==> src/rtl/compare_4_32_stream.sv <==
// compare_4_32_stream: collects four operands and reports max/min values, masks and lowest indices
module compare_4_32_stream #(
    parameter int WIDTH = 32
) (
    input  logic             clk,
    input  logic             rst_n,
    input  logic             in_valid,
    output logic             in_ready,
    input  logic [WIDTH-1:0] in_data,
    output logic             out_valid,
    input  logic             out_ready,
    output logic [3:0]       lrg_mask,
    output logic [3:0]       sml_mask,
    output logic [1:0]       lrg_idx,
    output logic [1:0]       sml_idx,
    output logic [WIDTH-1:0] max_val,
    output logic [WIDTH-1:0] min_val
);
    typedef enum logic {LOAD, DONE} state_t;
    state_t     state;
    logic [1:0] cnt;
    logic       accept;
    logic [3:0] slot_bit;
    assign in_ready = state == LOAD;
    assign accept   = in_valid && in_ready;
    assign slot_bit = 4'b1000 >> cnt;
    // cnt wraps 3 -> 0 on the fourth accept, which is the counter clear
    always_ff @(posedge clk) begin
        if (!rst_n) begin
            state     <= LOAD;
            cnt       <= 2'd0;
            out_valid <= 1'b0;
            lrg_mask  <= 4'd0;
            sml_mask  <= 4'd0;
            lrg_idx   <= 2'd0;
            sml_idx   <= 2'd0;
            max_val   <= '0;
            min_val   <= '0;
        end else if (accept) begin
            cnt <= cnt + 2'd1;
            if (cnt == 2'd3) begin
                state     <= DONE;
                out_valid <= 1'b1;
            end
            if (cnt == 2'd0) begin
                max_val  <= in_data;
                min_val  <= in_data;
                lrg_mask <= 4'b1000;
                sml_mask <= 4'b1000;
                lrg_idx  <= 2'd0;
                sml_idx  <= 2'd0;
            end else begin
                if (in_data > max_val) begin
                    max_val  <= in_data;
                    lrg_mask <= slot_bit;
                    lrg_idx  <= cnt;
                end else if (in_data == max_val) begin
                    lrg_mask <= lrg_mask | slot_bit;
                end
                if (in_data < min_val) begin
                    min_val  <= in_data;
                    sml_mask <= slot_bit;
                    sml_idx  <= cnt;
                end else if (in_data == min_val) begin
                    sml_mask <= sml_mask | slot_bit;
                end
            end
        end else if (state == DONE && out_ready) begin
            state     <= LOAD;
            out_valid <= 1'b0;
        end
    end
endmodule
==> config.mk <==
export PLATFORM = sky130hd
export DESIGN_NAME = compare_4_32_stream
export DESIGN_NICKNAME = d
export VERILOG_FILES = /design/src/rtl/compare_4_32_stream.sv
export SDC_FILE = /design/constraint.sdc
export NUM_CORES = 1
export LEC_CHECK = 0
export BUFFER_PORTS_ARGS = -buffer_cell sky130_fd_sc_hd__buf_4
export CORE_MARGIN = 1.5
export CORE_UTILIZATION = 33
export DETAILED_ROUTE_END_ITERATION = 10
export GPL_TIMING_DRIVEN = 0
export PLACE_DENSITY_LB_ADDON = 0.05
export SLEW_MARGIN = 15
export SYNTH_ARGS = -nofsm -noshare
export SYNTH_HDL_FRONTEND = slang
export SYNTH_SLANG_ARGS = --single-unit
==> constraint.sdc <==
create_clock -name clk -period 2.36 [get_ports clk]
set_input_delay 0.354 -clock clk [delete_from_list [all_inputs] [get_ports clk]]
set_output_delay 0.354 -clock clk [all_outputs]
set_load 0.03 [all_outputs]
Word level (Yosys, flattened, before mapping)

Index checks and enable logic that the tools add are counted.

Word-level logic and storage cells: 49
Input bits: 36
Output and inout bits: 78
Register bits after elaboration: 79

Magnitude comparators: 2
Add/sub/neg operators: 1
Bitwise gates (word level): 3
Mux-type cells: 17
Shift operators: 1
Reductions and logical operators: 13
Equality and inequality tests: 4

Operator list:

| kind                  | count |
|---|---|
| $mux W32              | 4 |
| $eq A32 B32 Y1        | 2 |
| $gt A32 B32 Y1        | 1 |
| $lt A32 B32 Y1        | 1 |
| $mux W4               | 6 |
| $reduce_and A2 Y1     | 5 |
| $mux W2               | 4 |
| $or A4 B4 Y4          | 2 |
| $reduce_bool A2 Y1    | 3 |
| $reduce_bool A3 Y1    | 2 |
| $shr A4 B2 Y4 const A | 1 |
| $mux W1               | 3 |
| $add A2 B1 Y2 const B | 1 |
| $eq A2 B2 Y1 const B  | 1 |
| $logic_and A1 B1 Y1   | 2 |
| $logic_not A2 Y1      | 1 |
| $ne A2 B1 Y1 const B  | 1 |
| $not A1 Y1            | 1 |

Longest topological paths before layout

Depth in word-level cells: 5
Gate-level depth with buffers: 10
Gate-level depth less buffers: 8

Least setup slack after synthesis

OpenSTA, ideal clock, no wires.

Kind: register -> register
From: register max_val[14]
To: register max_val[10]
Path slack: -0.242 ns
Arrival: 2.530 ns
Stages on the path, launching flop included: 11
Path through: dfxtp_1 -> inv_1 -> ha_1 -> nand4_1 -> or4_4 -> a21oi_1 -> o31a_2 -> o221a_4 -> buf_12 -> buf_12 -> mux2i_1

Longest elaborated chain between the ends: 3

Ends and longest elaborated chain:

| item                         | RTL line | text |
|---|---|---|
| start: declaration           | 16       | `output logic [WIDTH-1:0] max_val,` |
| start signal: assignment     | 46       | `max_val <= in_data;` |
| start signal: assignment     | 54       | `max_val <= in_data;` |
| $gt A32 B32 Y1               | 53       | `if (in_data > max_val) begin` |
| $reduce_bool A2 Y1 (no line) | --       |  |
| $reduce_and A2 Y1 (no line)  | --       |  |

No other way between the ends.
A chain may end at the register's enable or synchronous reset.

Final worst setup path

From: register max_val[13]
To: register max_val[20]

The elaborated chain is that of the path after synthesis.

==> results.json <==
{
  "outcome": "finished, violations left",
  "violations": "setup timing",
  "drc": 0,
  "syn_area_sq_um": 5010,
  "seq_area_frac_synth_pct": 31.5,
  "synth.distinct_cells": 45,
  "syn_inst": 603,
  "dr.pass1.iters": 5,
  "max-vdd-ir-drop_mv": 0.494,
  "p_leak_nw": 3.04,
  "fillers": 1435,
  "synth_warnings": 0,
  "fp.dieW_microns": 126,
  "grt_start_max_net_pins": 13,
  "rows": 44,
  "worstMarginPinSlew_ps": 618,
  "synth_nets": 707,
  "required_ps": 2630,
  "synthTopCellsByArea": "dfxtp_1 32%, ha_1 17%, o211ai_1 10%",
  "fin_skew_ps": 5.88,
  "numCtsBuffers": 9,
  "ant_nets": 0,
  "wl_per_cell_microns": 17.0,
  "die_y_microns": 126,
  "pwr_density_cell_nw_per_um2": 608,
  "async_flop_share_pct": 0,
  "layout_commonest_cell": "buf_4",
  "grt_use_total_pct": 20.3,
  "avgSynthCellArea_sq_um": 8.31,
  "critPathArrivalTime_ps": 2730,
  "finalHoldViolations": 0,
  "fmax_mhz": 407,
  "dp_hpwl_microns": 11500,
  "grt_pass1_wl_microns": 25300,
  "cap_violations": 0,
  "timing.final.ws_setup_ps": -98.5,
  "worstSetupPathType": "reg -> reg",
  "wirelength_microns": 16200,
  "ios": 114,
  "design.core.area_sq_um": 14700,
  "drt-initial-drc-count": 218,
  "clk_pin_slew_ps": 60,
  "drv_slew": 0,
  "rsz0062_at_grt": "yes",
  "end_kind": "register",
  "antenna_cells": 0,
  "layout.nets": 870,
  "crit_path_max_fanout": 5,
  "grt_antenna_before_repair": 0,
  "slew-limit-headroom_pct": 58.8,
  "htree_num_levels": 3,
  "grt_pass1_vias": 4719,
  "regToRegSetupSlack_ps": -100,
  "drive_gt1_share_pct": 32.9,
  "hold_end": "state",
  "cts_root_buf": "clkbuf_16",
  "clk-insertion-delay-late_ps": 340,
  "start_util_pct": 34.1,
  "grt-ovfl-total": 0,
  "clockBufferDepth": 2,
  "dieArea_sq_um": 15900,
  "r2r-start": "max_val[13]",
  "period_share_pct": 104,
  "reg2reg_to": "max_val[20]",
  "synth_seq_cells": 79,
  "cts_tree": "yes",
  "hp-start": "out_ready",
  "clkSinkCount": 79,
  "synth_edf_count": 0,
  "whs_ps": 273,
  "hold_class": "in -> reg",
  "power.total_mw": 4.39,
  "area_growth_pct": 44.0,
  "min_period_ps": 2460,
  "reg2regPathDepth": 10,
  "vias_per_cell": 5.20,
  "port_buffers": 113,
  "routabilityCongestion": 0.792,
  "synth_area_leader_cell": "dfxtp_1",
  "synth_top_area_share_pct": 31.5,
  "min_path_cells": 3,
  "startpoint_type": "register",
  "synth-main-ff-cell": "dfxtp_1",
  "setup_viol": 53,
  "vias": 4965,
  "layout_common_cells": "144 x buf_4, 93 x nand2_1, 67 x o211ai_1, 63 x inv_1, 61 x a21oi_1"
}
[critical path: stages (launching register included)]
cell and delay, ps:
dfxtp_4 350, inv_1 60, ha_4 260, nand4_1 170, or4_4 520, a21oi_4 150
o31a_2 170, o221a_4 230, buf_12 150, buf_12 140, mux2i_1 180
[cells by family (layout without fill, tap and decap cells)]
group / count (synthesis) / after routing / share of synthesized area, %
simple gates: 144 / 144 / 13.1
mux: 34 / 34 / 6.79
compound gates: 168 / 168 / 21.9
fa+ha+maj: 68 / 68 / 17.0
buf+inv: 109 / 276 / 9.56
xor+xnor: 1 / 1 / 0.175
flops: 79 / 79 / 31.5
[worst max path at each step]
stage,from,endpoint,slack (ps),cells past startpoint
global route,min_val[31],min_val[11],-200,10
CTS,max_val[10],max_val[22],-170,11
global placement,in_data[15],min_val[25],-500,10
finish,max_val[13],max_val[20],-100,10
detailed placement,in_data[15],min_val[25],-470,10
floorplan,max_val[9],max_val[12],3,10
[state kept, by name, indices dropped and copies added (netlist names)]
register  count
sml_idx       2
min_val      32
lrg_idx       2
state         1
sml_mask      4
lrg_mask      4
cnt           2
max_val      32
[synthesized netlist by cell type (2+ instances only)]
master    instances
buf_12            4
nand3_1           7
inv_1            70
nor2_1            7
clkbuf_1         31
nand2_1          93
buf_2             4
nor3_1            4
nor2b_1           3
mux2i_1          34
nor4_1            3
o21a_1            2
dfxtp_1          79
ha_1             68
o21ai_0          10
o221ai_1          2
o211ai_1         67
a21oi_1          65
or3_1             2
nand3b_1          3
o22ai_1           6
a21o_1            2
nand4_1          13
nand2b_1          2
or4_1             2
[through the flow]
| step | instances | util [%] | TNS, ps | area (sq um) | setup slack [ps] |
|---|---|---|---|---|---|
| floorplan | 603 | - | 0 | 5070 | 2.73 |
| global placement | 900 | 41.9 | -25780 | 6150 | -500 |
| detailed placement | 900 | 41.9 | -26490 | 6150 | -475 |
| CTS | 933 | 46.6 | -4460 | 6860 | -168 |
| global route | 954 | 49.1 | -9930 | 7220 | -204 |
| finish | 954 | 49.1 | -2380 | 7220 | -98.5 |
[final cells by class]
class | count | area (sq um) | area share [%]
plain buffers | 38 | 268 | 3.71
clock buffers | 14 | 254 | 3.52
clock inverters | 1 | 30.0 | 0.416
inverters | 70 | 263 | 3.64
multi-input cells | 415 | 3240 | 44.9
flip-flops and latches | 79 | 1630 | 22.6
well taps | 184 | 230 | 3.19
repair buffers | 153 | 1300 | 18.1
[report_power, final]
group	switching [mW]	leakage, nW	total [mW]	internal (mW)
Clock	0.547	0.137	1.39	0.845
Combinational	0.838	2.24	1.46	0.620
Sequential	0.0943	0.660	1.54	1.45
Total	1.48	3.04	4.39	2.91
[repair_timing]
action	in CTS	in global routing
pin swaps	16	30
endpoints found under the setup margin	73	76
gates resized for setup	51	57
gates cloned	3	4
setup buffers	15	18
hold buffers	0	0
[layer usage]
layer  global-route usage, %  wire [microns]
met3                    4.50             765
met1                    26.5            7430
met5                       0               0
met2                    33.2            7740
met4                    6.76             285
Note: power is estimated with default switching activity, not from simulation.
